File: src/rtl/vp_result_packer_if.sv
// rtl/vp_result_packer_if.sv - byte-in / word-out handshake bundle for vp_result_packer
// drop_count is present only when VP_PACK_DROP_CNT_EN is defined.
interface vp_result_packer_if #(
  parameter int LVL_W = 3
);
  logic [7:0]       f;
  logic             f_valid;
  logic             flush;
  logic [31:0]      out_data;
  logic [2:0]       out_bytes;
  logic             out_valid;
  logic             out_ready;
  logic [LVL_W-1:0] level;
  logic             overflow;
  logic             clear_ovf;
`ifdef VP_PACK_DROP_CNT_EN
  logic [7:0]       drop_count;

  modport slave (
    input  f, f_valid, flush, out_ready, clear_ovf,
    output out_data, out_bytes, out_valid, level, overflow, drop_count
  );
  modport master (
    output f, f_valid, flush, out_ready, clear_ovf,
    input  out_data, out_bytes, out_valid, level, overflow, drop_count
  );
`else
  modport slave (
    input  f, f_valid, flush, out_ready, clear_ovf,
    output out_data, out_bytes, out_valid, level, overflow
  );
  modport master (
    output f, f_valid, flush, out_ready, clear_ovf,
    input  out_data, out_bytes, out_valid, level, overflow
  );
`endif
endinterface

File: src/rtl/vp_result_packer.sv
// rtl/vp_result_packer.sv - packs the 8-bit result stream into 32-bit words behind a small FIFO
// Optional VP_PACK_DROP_CNT_EN adds a saturating dropped-word counter.
module vp_result_packer #(
  parameter int FIFO_DEPTH = 4,
  parameter int LVL_W      = 3
) (
  input  logic              clk,
  input  logic              reset,
  vp_result_packer_if.slave bus
);

  localparam int PTR_W = (FIFO_DEPTH > 1) ? $clog2(FIFO_DEPTH) : 1;

  logic [1:0]       r_lane;
  logic [7:0]       r_b0;
  logic [7:0]       r_b1;
  logic [7:0]       r_b2;
  logic [31:0]      r_mem_data  [FIFO_DEPTH];
  logic [2:0]       r_mem_bytes [FIFO_DEPTH];
  logic [PTR_W-1:0] r_rd_ptr;
  logic [PTR_W-1:0] r_wr_ptr;
  logic [LVL_W-1:0] r_level;
  logic             r_out_valid;
  logic             r_overflow;

  logic [31:0]      w_raw;
  logic [31:0]      w_word;
  logic [2:0]       w_cnt;
  logic             w_push;
  logic             w_pop;
  logic             w_full;
  logic             w_accept;
  logic             w_drop;
  logic [LVL_W-1:0] w_level_nxt;

  // The incoming byte is merged into its lane first so flush+f_valid pushes lane+1 bytes.
  always_comb begin
    w_raw = {8'h00, r_b2, r_b1, r_b0};
    if (bus.f_valid) begin
      w_raw[{r_lane, 3'b000} +: 8] = bus.f;
    end
    w_cnt  = {1'b0, r_lane} + {2'b00, bus.f_valid};
    w_push = (w_cnt == 3'd4) || (bus.flush && (w_cnt != 3'd0));
    w_word = '0;
    for (int i = 0; i < 4; i++) begin
      if (3'(i) < w_cnt) begin
        w_word[i*8 +: 8] = w_raw[i*8 +: 8];
      end
    end
  end

  always_comb begin
    w_full      = (r_level == LVL_W'(FIFO_DEPTH));
    w_pop       = r_out_valid && bus.out_ready;
    w_accept    = w_push && (!w_full || w_pop);
    w_drop      = w_push && !w_accept;
    w_level_nxt = r_level + LVL_W'(w_accept) - LVL_W'(w_pop);
  end

  always_ff @(posedge clk or negedge reset) begin
    if (!reset) begin
      r_lane <= 2'd0;
      r_b0   <= 8'h00;
      r_b1   <= 8'h00;
      r_b2   <= 8'h00;
    end else if (w_push) begin
      r_lane <= 2'd0;
    end else if (bus.f_valid) begin
      r_lane <= r_lane + 2'd1;
      case (r_lane)
        2'd0:    r_b0 <= bus.f;
        2'd1:    r_b1 <= bus.f;
        default: r_b2 <= bus.f;
      endcase
    end
  end

  always_ff @(posedge clk or negedge reset) begin
    if (!reset) begin
      for (int i = 0; i < FIFO_DEPTH; i++) begin
        r_mem_data[i]  <= '0;
        r_mem_bytes[i] <= '0;
      end
      r_rd_ptr    <= '0;
      r_wr_ptr    <= '0;
      r_level     <= '0;
      r_out_valid <= 1'b0;
    end else begin
      if (w_accept) begin
        r_mem_data[r_wr_ptr]  <= w_word;
        r_mem_bytes[r_wr_ptr] <= w_cnt;
        r_wr_ptr              <= r_wr_ptr + PTR_W'(1);
      end
      if (w_pop) begin
        r_rd_ptr <= r_rd_ptr + PTR_W'(1);
      end
      r_level     <= w_level_nxt;
      r_out_valid <= (w_level_nxt != '0);
    end
  end

  // A drop in the same cycle as clear_ovf keeps the flag set.
  always_ff @(posedge clk or negedge reset) begin
    if (!reset) begin
      r_overflow <= 1'b0;
    end else if (w_drop) begin
      r_overflow <= 1'b1;
    end else if (bus.clear_ovf) begin
      r_overflow <= 1'b0;
    end
  end

`ifdef VP_PACK_DROP_CNT_EN
  logic [7:0] r_drop_cnt;

  always_ff @(posedge clk or negedge reset) begin
    if (!reset) begin
      r_drop_cnt <= 8'd0;
    end else if (w_drop && bus.clear_ovf) begin
      r_drop_cnt <= 8'd1;
    end else if (w_drop) begin
      if (r_drop_cnt != 8'hff) begin
        r_drop_cnt <= r_drop_cnt + 8'd1;
      end
    end else if (bus.clear_ovf) begin
      r_drop_cnt <= 8'd0;
    end
  end

  assign bus.drop_count = r_drop_cnt;
`endif

  assign bus.out_data  = r_mem_data[r_rd_ptr];
  assign bus.out_bytes = r_mem_bytes[r_rd_ptr];
  assign bus.out_valid = r_out_valid;
  assign bus.level     = r_level;
  assign bus.overflow  = r_overflow;

endmodule

File: src/flat_wrapper.sv
// flat-port wrapper written by rule: the top's interface ports become plain ports
module vp_result_packer_flat 
#(
  parameter int FIFO_DEPTH = 4,
  parameter int LVL_W      = 3
)
  (clk, reset, bus_f, bus_f_valid, bus_flush, bus_out_ready, bus_clear_ovf, bus_out_data, bus_out_bytes, bus_out_valid, bus_level, bus_overflow);
  vp_result_packer_if #(.LVL_W(LVL_W)) bus_i ();
  input  logic clk;
  input  logic reset;
  input wire logic [$bits(bus_i.f)-1:0] bus_f;
  input wire logic [$bits(bus_i.f_valid)-1:0] bus_f_valid;
  input wire logic [$bits(bus_i.flush)-1:0] bus_flush;
  input wire logic [$bits(bus_i.out_ready)-1:0] bus_out_ready;
  input wire logic [$bits(bus_i.clear_ovf)-1:0] bus_clear_ovf;
  output wire logic [$bits(bus_i.out_data)-1:0] bus_out_data;
  output wire logic [$bits(bus_i.out_bytes)-1:0] bus_out_bytes;
  output wire logic [$bits(bus_i.out_valid)-1:0] bus_out_valid;
  output wire logic [$bits(bus_i.level)-1:0] bus_level;
  output wire logic [$bits(bus_i.overflow)-1:0] bus_overflow;
  assign bus_i.f = bus_f;
  assign bus_i.f_valid = bus_f_valid;
  assign bus_i.flush = bus_flush;
  assign bus_i.out_ready = bus_out_ready;
  assign bus_i.clear_ovf = bus_clear_ovf;
  assign bus_out_data = bus_i.out_data;
  assign bus_out_bytes = bus_i.out_bytes;
  assign bus_out_valid = bus_i.out_valid;
  assign bus_level = bus_i.level;
  assign bus_overflow = bus_i.overflow;
  vp_result_packer #(.FIFO_DEPTH(FIFO_DEPTH), .LVL_W(LVL_W)) u_core (.clk(clk), .reset(reset), .bus(bus_i));
endmodule
File: config.mk
export PLATFORM = sky130hd
export DESIGN_NAME = vp_result_packer_flat
export DESIGN_NICKNAME = d
export VERILOG_FILES = /design/src/rtl/vp_result_packer_if.sv /design/src/rtl/vp_result_packer.sv /design/src/flat_wrapper.sv
export SDC_FILE = /design/constraint.sdc
export NUM_CORES = 1
export LEC_CHECK = 0
export ABC_AREA = 1
export BUFFER_PORTS_ARGS = -buffer_cell sky130_fd_sc_hd__buf_2
export CORE_ASPECT_RATIO = 1.1
export CORE_UTILIZATION = 40
export DETAILED_ROUTE_END_ITERATION = 10
export GPL_TIMING_DRIVEN = 1
export HOLD_SLACK_MARGIN = 0.1
export PLACE_DENSITY = 0.62
export SLEW_MARGIN = 10
export SYNTH_ARGS = -nofsm -noshare
export SYNTH_HDL_FRONTEND = slang
export SYNTH_SLANG_ARGS = --single-unit
File: constraint.sdc
create_clock -name clk -period 3.2 [get_ports clk]
set_input_delay 0.32 -clock clk [delete_from_list [all_inputs] [get_ports clk]]
set_output_delay 0.32 -clock clk [all_outputs]
set_load 0.02 [all_outputs]
==> results of run 1 <==
[per-stage QoR]
| stage | setup WS, ns | cell area (µm²) | hold slack [ns] | utilization | std cells |
|---|---|---|---|---|---|
| floorplan | 0.867 | 8320 | 0.0244 | - | 1005 |
| global placement | 0.594 | 8700 | 0.353 | 0.432 | 1263 |
| detailed placement | 0.547 | 8700 | 0.347 | 0.432 | 1263 |
| CTS | 0.485 | 9400 | 0.201 | 0.467 | 1297 |
| global route | 0.351 | 9400 | 0.200 | 0.467 | 1297 |
| finish | 0.489 | 9400 | 0.210 | 0.467 | 1297 |
[Yosys cell counts, drive strengths merged]
library cell | count | area share
inv | 51 | 0.023
xor2 | 4 | 0.0042
buf | 40 | 0.031
nand3 | 39 | 0.032
nand4 | 2 | 0.0015
or2 | 5 | 0.0038
dfrtp | 175 | 0.53
xnor2 | 1 | 0.0011
clkbuf | 19 | 0.0086
fa | 1 | 0.0024
ha | 15 | 0.023
a211oi | 1 | 0.00090
o21ai | 218 | 0.13
nor2 | 106 | 0.051
o22ai | 35 | 0.026
nand2 | 291 | 0.13
clkinv | 2 | 0.00090
[layer usage]
metal / vias to the layer above / routed length (µm)
met4: 0 / 452
li1: 3351 / -
met3: 30 / 816
met1: 3243 / 9910
met5: - / 0
met2: 170 / 10000
[how the worst max path moves through the flow]
stage | startpoint | depth (start not counted) | endpoint | slack, ns
4_1_cts | u_core.r_rd_ptr[0]$_DFFE_PN0P_ | 5 | bus_out_data[26] | 0.48
6_report | u_core.r_rd_ptr[0]$_DFFE_PN0P_ | 5 | bus_out_data[25] | 0.49
3_3_place_gp | bus_f_valid | 10 | u_core.r_mem_bytes[10]$_DFFE_PN0P_ | 0.59
3_5_place_dp | bus_f_valid | 14 | u_core.bus.out_valid$_DFF_PN0_ | 0.55
2_1_floorplan | u_core.r_lane[0]$_DFFE_PN0P_ | 13 | u_core.bus.out_valid$_DFF_PN0_ | 0.87
5_1_grt | u_core.r_rd_ptr[0]$_DFFE_PN0P_ | 5 | bus_out_data[28] | 0.35
[cell usage in the layout (no fill, tap or decap), types with 3 or more instances in the layout]
| cell type | Yosys | layout |
|---|---|---|
| buf_4 | 17 | 10 |
| xor2_1 | 4 | 4 |
| nor2_1 | 102 | 102 |
| dfrtp_1 | 175 | 174 |
| clkinvlp_4 | 0 | 3 |
| o21ai_0 | 77 | 77 |
| buf_2 | 20 | 52 |
| ha_1 | 15 | 15 |
| o21ai_1 | 140 | 140 |
| inv_1 | 47 | 47 |
| inv_2 | 4 | 5 |
| nor2_2 | 3 | 3 |
| clkbuf_16 | 0 | 17 |
| nand3_4 | 5 | 5 |
| bufinv_16 | 0 | 6 |
| nand3_1 | 33 | 33 |
| or2_2 | 5 | 5 |
| nand2_1 | 290 | 290 |
| o22ai_1 | 35 | 35 |
[layout make-up]
type | instances | area, µm² | area share
repair buffers | 67 | 407 | 0.0433
inverters | 53 | 199 | 0.0212
multi-input cells | 718 | 3420 | 0.364
clock inverters | 13 | 234 | 0.0249
well taps | 252 | 315 | 0.0336
clock buffers | 19 | 443 | 0.0471
flip-flops and latches | 175 | 4380 | 0.466
[worst min-delay path: cells and delay by family]
kind                   cells  cell delay (ns)
buffers and inverters      1             0.15
and+or+nand+nor            2             0.14
[power by group through the flow]
stage	clock, mW	sequential, mW	combinational [mW]
3_5_place_dp	0	3.24	4.48
6_report	2.37	3.21	4.46
5_1_grt	2.50	3.29	5.00
2_1_floorplan	0	3.16	3.24
3_3_place_gp	0	3.23	4.43
4_1_cts	2.40	3.21	4.50
[flip-flops by register name (all words and copies together) (netlist names)]
signal and count:
u_core.r_lane 2, u_core.r_b1 8, u_core.bus.level 3, u_core.r_b2 8, u_core.r_mem_data 128, u_core.r_b0 8
u_core.bus.out_valid 1, u_core.bus.overflow 1, u_core.r_rd_ptr 2, u_core.r_wr_ptr 2, u_core.r_mem_bytes 12
[logic make-up (layout without fill, tap and decap cells)]
group | Yosys count | in the layout | synth area share
XOR/XNOR | 5 | 5 | 0.00526
adder cells (fa/ha/maj) | 16 | 16 | 0.0250
AND/OR/NAND/NOR | 443 | 443 | 0.221
flip-flops | 175 | 175 | 0.526
AO/OA/AOI/OAI | 254 | 254 | 0.160
buffers and inverters | 112 | 152 | 0.0630
[timing repair]
| item | 4_1_cts | 5_1_grt |
|---|---|---|
| setup buffers | 0 | 0 |
| hold buffers | 2 | 0 |
| endpoints found under the hold margin | 61 | 0 |
==> metrics.yaml, run 1 <==
status: "finished clean"
busiest_layer: "met2"
worstSkewPairLatency_ns: 0.43
grt_pass1_vias: 6609
swShare: 0.434
yosysSeqAreaShare: 0.526
post-route-drc-count: 0
clk_pin_slew_ns: 0.07
finalCritPeriodShare: 0.847
r2r_slack_ns: 0.66
drive_gt1_frac: 0.114
nNetsFinal: 1062
cp_slowest_cell: "inv_2"
cp.required_ns: 2.88
rows: 54
io_buffers: 53
r2r_start: "u_core.r_lane[1]$_DFFE_PN0P_"
wire_per_inst_um: 16.3
drt_iter0_markers: 565
cts_resized: 0
crit_arrival_ns: 2.39
coreArea_mm2: 0.0201
antenna_found_initial: 0
ir_drop_mv: 0.362
slew_headroom: 0.418
p_per_area_mw_per_mm2: 1070
syn_area_mm2: 0.00832
grt.overflow.total: 0
critical_path_class: "register to output port"
drt-total-wl_um: 21200
whs_endpoint: "u_core.r_b1[4]$_DFFE_PN0P_"
ant_nets: 0
area_delta_synth_final_pct: 12.9
hp-class: "input pin to register"
synth_warnings: 0
end_kind: "output port"
root_buffer: "clkbuf_16"
grt_pass1_wl_um: 35200
rsz0062_at_grt: "no"
fp.dieW_um: 140
hpwlAfterDp_um: 13600
place.gp.congestion: 0.898
avgSynthCellArea_um2: 8.28
comb_power_share: 0.445
grt_use_met1: 0.286
grt_use_total: 0.212
p_leak_nw: 4.45
hp-start: "bus_f[4]"
n_fill_cell: 1992
holdPathStages: 3
cp_num_buf_inv: 3
skew_ns: 0.0108
tns_ns: 0
via_per_inst: 5.24
cts_made_buffers: 17
synth_fp_nets: 1035
diodes: 0
ios: 54
gr-usage-met2: 0.341
clock.fmax_mhz: 369
dr.pass1.iters: 5
htreeDepth: 4
maxCapViolCount: 0
start_util: 0.413
tightest_slew_ns: 0.873
grt_max_degree: 73
hold_viol: 0
cts_sinks: 175
grt_util_met3: 0.0404
finalMaxSlewViolations: 0
start_kind: "register"
cp_max_fo: 40
die_h_um: 153
netlist_instances: 1005
period_minus_slack_ns: 2.71
p_clk_frac: 0.236
critPathTopFamily: "buffers and inverters"
tritoncts: "yes"
clock_path_buffers: 2
ys_ff_latch: 175
dieArea_mm2: 0.0214
synth_cell_types: 28
pwr-share-seq: 0.320
vias: 6794
setup_violations: 0
switchingPower_mw: 4.35
internal-power_mw: 5.68
crit_chain: "inv_2, buf_4, o21ai_0, o22ai_1, buf_2"
totalPowerFinal_mw: 10.0
r2r_cells: 8
r2r_end: "u_core.r_mem_data[35]$_DFFE_PN0P_"
slowest_delay_ns: 0.61
Power figures use the tool's default switching activity.
==> run 2: changes to the inputs <==
Clock period 3.2 ns to 2.65 ns, I/O delays scaled along.
==> metrics.yaml, run 2 (same netlist as run 1, synthesis figures left out) <==
cts_sinks: 175
root_buffer: "clkbuf_16"
vias: 6786
diodes: 0
switchingPower_mw: 5.25
status: "finished clean"
tritoncts: "yes"
clock_path_buffers: 2
r2r_cells: 8
cp_max_fo: 70
internal-power_mw: 7.02
swShare: 0.428
dieArea_mm2: 0.0214
regMostFlops: "u_core.r_mem_data"
finalCritPeriodShare: 0.917
end_kind: "register"
final_common_cell: "nand2_1"
instances_no_fill: 1303
hpwlAfterDp_um: 13500
coreArea_mm2: 0.0201
grt_pass1_vias: 6847
final_cell_mix: "nand2_1 (290), dfrtp_1 (174), o21ai_1 (140)"
hp-start: "bus_f[2]"
critical_path_class: "register to register"
hold_ws_ns: 0.156
pwr-share-seq: 0.315
clk_pin_slew_ns: 0.07
nNetsFinal: 1068
tightest_slew_ns: 0.764
r2r_end: "u_core.r_mem_data[47]$_DFFE_PN0P_"
r2r_start: "u_core.r_lane[1]$_DFFE_PN0P_"
slew_headroom: 0.491
p_clk_frac: 0.238
die_h_um: 153
place.gp.congestion: 0.862
fp.dieW_um: 140
placed_cells: 1269
rows: 54
post-route-drc-count: 0
rsz0062_at_grt: "no"
dr.pass1.iters: 5
grt_max_degree: 71
p_leak_nw: 4.51
start_kind: "register"
worstSkewPairLatency_ns: 0.43
drive_gt1_frac: 0.119
ant_nets: 0
finalMaxSlewViolations: 0
grt.overflow.total: 0
whs_endpoint: "u_core.r_b2[2]$_DFFE_PN0P_"
htreeDepth: 4
tns_ns: 0
clock.fmax_mhz: 412
place_area_mm2: 0.00881
totalPowerFinal_mw: 12.3
ir_drop_mv: 0.451
period_minus_slack_ns: 2.43
post_cts_buffers: 0
cts_made_buffers: 17
via_per_inst: 5.21
holdPathStages: 3
drt_iter0_markers: 602
hp-class: "input pin to register"
p_per_area_mw_per_mm2: 1290
antenna_found_initial: 0
setup_violations: 0
reg.largest.list: "u_core.r_mem_data x128, u_core.r_mem_bytes x12"
hold_viol: 0
cp.required_ns: 2.93
comb_power_share: 0.447
design_area_mm2: 0.00952
maxCapViolCount: 0
r2r_slack_ns: 0.22
grt_use_total: 0.212
area_delta_synth_final_pct: 14.4
crit_arrival_ns: 2.71
skew_ns: 0.00834
largest_reg_flops: 128
ios: 54
start_util: 0.413
io_buffers: 53
drt-total-wl_um: 21200
wire_per_inst_um: 16.3
grt_pass1_wl_um: 35400
-- run 2: worst max-delay path by stage --
stage	cells past startpoint	slack (ns)	from	end
after CTS	9	0.21	u_core.r_lane[0]$_DFFE_PN0P_	u_core.r_mem_data[47]$_DFFE_PN0P_
final	8	0.22	u_core.r_lane[1]$_DFFE_PN0P_	u_core.r_mem_data[47]$_DFFE_PN0P_
after global routing	9	0.07	u_core.r_lane[1]$_DFFE_PN0P_	u_core.r_mem_data[47]$_DFFE_PN0P_
after detailed placement	10	0.20	bus_f_valid	u_core.r_mem_data[47]$_DFFE_PN0P_
after global placement	15	0.27	bus_f_valid	u_core.bus.out_valid$_DFF_PN0_
after floorplan	13	0.32	u_core.r_lane[0]$_DFFE_PN0P_	u_core.bus.out_valid$_DFF_PN0_
-- run 2: stage by stage --
| step | worst slack (ns) | util |
|---|---|---|
| final | 0.221 | 0.473 |
| after global routing | 0.0715 | 0.473 |
| after CTS | 0.209 | 0.473 |
| after detailed placement | 0.201 | 0.437 |
| after global placement | 0.271 | 0.437 |
| after floorplan | 0.317 | - |
-- run 2: worst max-delay path, stage by stage (launching register included) --
cell and delay (ns):
dfrtp_1 0.39, inv_1 0.14, ha_1 0.39, o21ai_4 0.21, nand2_8 0.09, buf_4 0.19, nand3_4 0.06, buf_4 0.61
o21ai_1 0.17
-- run 2: timing repair --
item	CTS	global route
endpoints found under the hold margin	54	0
resized for setup	0	0
hold buffers	2	0
endpoints found under the setup margin	0	0
-- run 2: power by group through the flow --
stage               combinational, mW  clock [mW]  sequential [mW]
floorplan                        3.91           0             3.82
global placement                 5.45           0             3.89
detailed placement               5.50           0             3.90
CTS                              5.53        2.97             3.86
global route                     6.16        3.07             3.96
finish                           5.48        2.92             3.87
-- run 2: cell type report --
cell class              count  area [µm²]
flip-flops and latches    175        4380
inverters                  53         199
fillers                  1984       10600
repair buffers             73         514
well taps                 252         315
clock inverters            14         262
clock buffers              18         429
multi-input cells         718        3420
-- run 2: per-layer routing --
metal,part of all wire,vias to the layer above,track usage
met5,0,-,0
met4,0.020,0,0.0757
met3,0.040,29,0.0395
met2,0.46,141,0.337
met1,0.48,3253,0.288
li1,-,3363,-
==> run 3: changes to the inputs <==
==> constraint.sdc (replaced) <==
create_clock -name clk -period 2.65 [get_ports clk]
set_input_delay 0.795 -clock clk [delete_from_list [all_inputs] [get_ports clk]]
set_output_delay 0.795 -clock clk [all_outputs]
set_load 0.02 [all_outputs]
==> metrics.yaml, run 3 (same netlist as run 1, synthesis figures left out) <==
post_cts_buffers: 0
worstSkewPairLatency_ns: 0.43
cp_num_buf_inv: 2
clock_path_buffers: 2
cp_max_fo: 36
largest_reg_flops: 128
diodes: 0
n_fill_cell: 2009
cp_slowest_cell: "dfrtp_1"
grt_pass1_wl_um: 35100
period_minus_slack_ns: 2.59
ant_nets: 0
cts_made_buffers: 17
cts_hold_buf: 0
start_kind: "register"
multi_input_area_mm2: 0.00345
vias: 6821
final_common_cell: "nand2_1"
totalPowerFinal_mw: 12.0
setup_violations: 0
root_buffer: "clkbuf_16"
finalCritPeriodShare: 0.977
fp.dieW_um: 140
r2r_end: "u_core.r_mem_data[8]$_DFFE_PN0P_"
end_kind: "output port"
instances_no_fill: 1317
switchingPower_mw: 5.27
r2r_slack_ns: 0.20
drive_gt1_frac: 0.137
critical_path_class: "register to output port"
status: "finished clean"
place_area_mm2: 0.00901
p_clk_frac: 0.200
post-place-ws_ns: -0.153
cts_sinks: 175
maxCapViolCount: 0
tns_ns: 0
final_cell_mix: "nand2_1 (289), dfrtp_1 (174), o21ai_1 (140)"
tightest_slew_ns: 0.748
reg.largest.list: "u_core.r_mem_data x128, u_core.r_mem_bytes x12"
skew_ns: 0.0128
post-route-drc-count: 0
pwr-share-seq: 0.322
dieArea_mm2: 0.0214
start_util: 0.413
r2r_start: "u_core.r_lane[0]$_DFFE_PN0P_"
ir_drop_mv: 0.523
critPathTopFamily: "buffers and inverters"
clk_pin_slew_ns: 0.06
clock.fmax_mhz: 386
wl_met2_um: 9820
antenna_found_initial: 0
drt-total-wl_um: 20900
crit_arrival_ns: 1.79
comb_power_share: 0.477
grt.overflow.total: 0
drt_iter0_markers: 539
top_layer: "met4"
placed_cells: 1285
crit_chain: "buf_6, o21ai_0, o22ai_1, buf_2"
swShare: 0.439
coreArea_mm2: 0.0201
worst_slack_ns: 0.0604
rows: 54
rsz0062_at_grt: "no"
p_leak_nw: 4.57
hpwlAfterDp_um: 14000
grt_pass1_vias: 6574
final_core_util: 0.478
slowest_delay_ns: 0.38
tritoncts: "yes"
dr.pass1.iters: 7
internal-power_mw: 6.73
hp-class: "input pin to async pin"
grt_use_total: 0.210
io_buffers: 53
grt_max_degree: 71
cp.required_ns: 1.86
finalMaxSlewViolations: 0
seq_area_mm2: 0.00438
wl_met3_um: 778
htreeDepth: 4
r2r_cells: 9
ios: 54
hold_viol: 0
nNetsFinal: 1082
via_per_inst: 5.18
p_per_area_mw_per_mm2: 1250
drt-met1-wl_um: 10100
hold_ws_ns: 0.321
regMostFlops: "u_core.r_mem_data"
die_h_um: 153
wire_per_inst_um: 15.9
slew_headroom: 0.500
place.gp.congestion: 0.897
design_area_mm2: 0.00962
area_delta_synth_final_pct: 15.7
-- run 3: changes by cell type in the layout (fill, tap and decap cells not counted), sizes merged --
cell	delta
clkinvlp	+1
dlygate4sd3	-2
clkinv	-1
buf	+16
clkbuf	+7
bufinv	-7
-- run 3: repair_timing --
action / 4_1_cts / 5_1_grt
resized for setup: 5 / 4
pin swaps: 0 / 0
endpoints found under the setup margin: 5 / 10
-- run 3: area by class of cell --
class	count	share of cell area
repair buffers	87	0.0732
flip-flops and latches	175	0.455
well taps	252	0.0328
multi-input cells	718	0.358
inverters	53	0.0207
clock inverters	7	0.00520
clock buffers	25	0.0546
-- run 3: worst max path at each step --
stage,cells past startpoint,slack (ns),endpoint,start
floorplan,13,0.006,u_core.bus.out_valid$_DFF_PN0_,bus_f_valid
global placement,14,-0.10,u_core.bus.out_valid$_DFF_PN0_,bus_f_valid
detailed placement,14,-0.15,u_core.bus.out_valid$_DFF_PN0_,bus_f_valid
CTS,6,0.0004,bus_out_data[16],u_core.r_rd_ptr[1]$_DFFE_PN0P_
global route,9,0.003,u_core.r_mem_data[83]$_DFFE_PN0P_,u_core.r_lane[0]$_DFFE_PN0P_
finish,4,0.06,bus_out_bytes[1],u_core.r_rd_ptr[1]$_DFFE_PN0P_
-- run 3: worst reg2reg max path, stage by stage (launching register included) --
cell,delay [ns]
dfrtp_1,0.38
buf_4,0.26
inv_1,0.13
ha_1,0.38
inv_1,0.08
nor2_1,0.57
nand3_1,0.15
nand2_1,0.11
nand2_1,0.14
o21ai_1,0.17
-- run 3: layer usage --
metal / vias up / GRT usage
met3: 19 / 0.0348
met5: - / 0
met1: 3272 / 0.299
met4: 0 / 0.0503
met2: 147 / 0.333
li1: 3383 / -
-- run 3: power groups by stage --
stage | logic (mW) | registers [mW] | clock network (mW)
floorplan | 3.94 | 3.82 | 0
global placement | 5.63 | 3.88 | 0
detailed placement | 5.68 | 3.90 | 0
CTS | 5.74 | 3.86 | 2.46
global route | 6.41 | 3.96 | 2.56
finish | 5.73 | 3.87 | 2.40
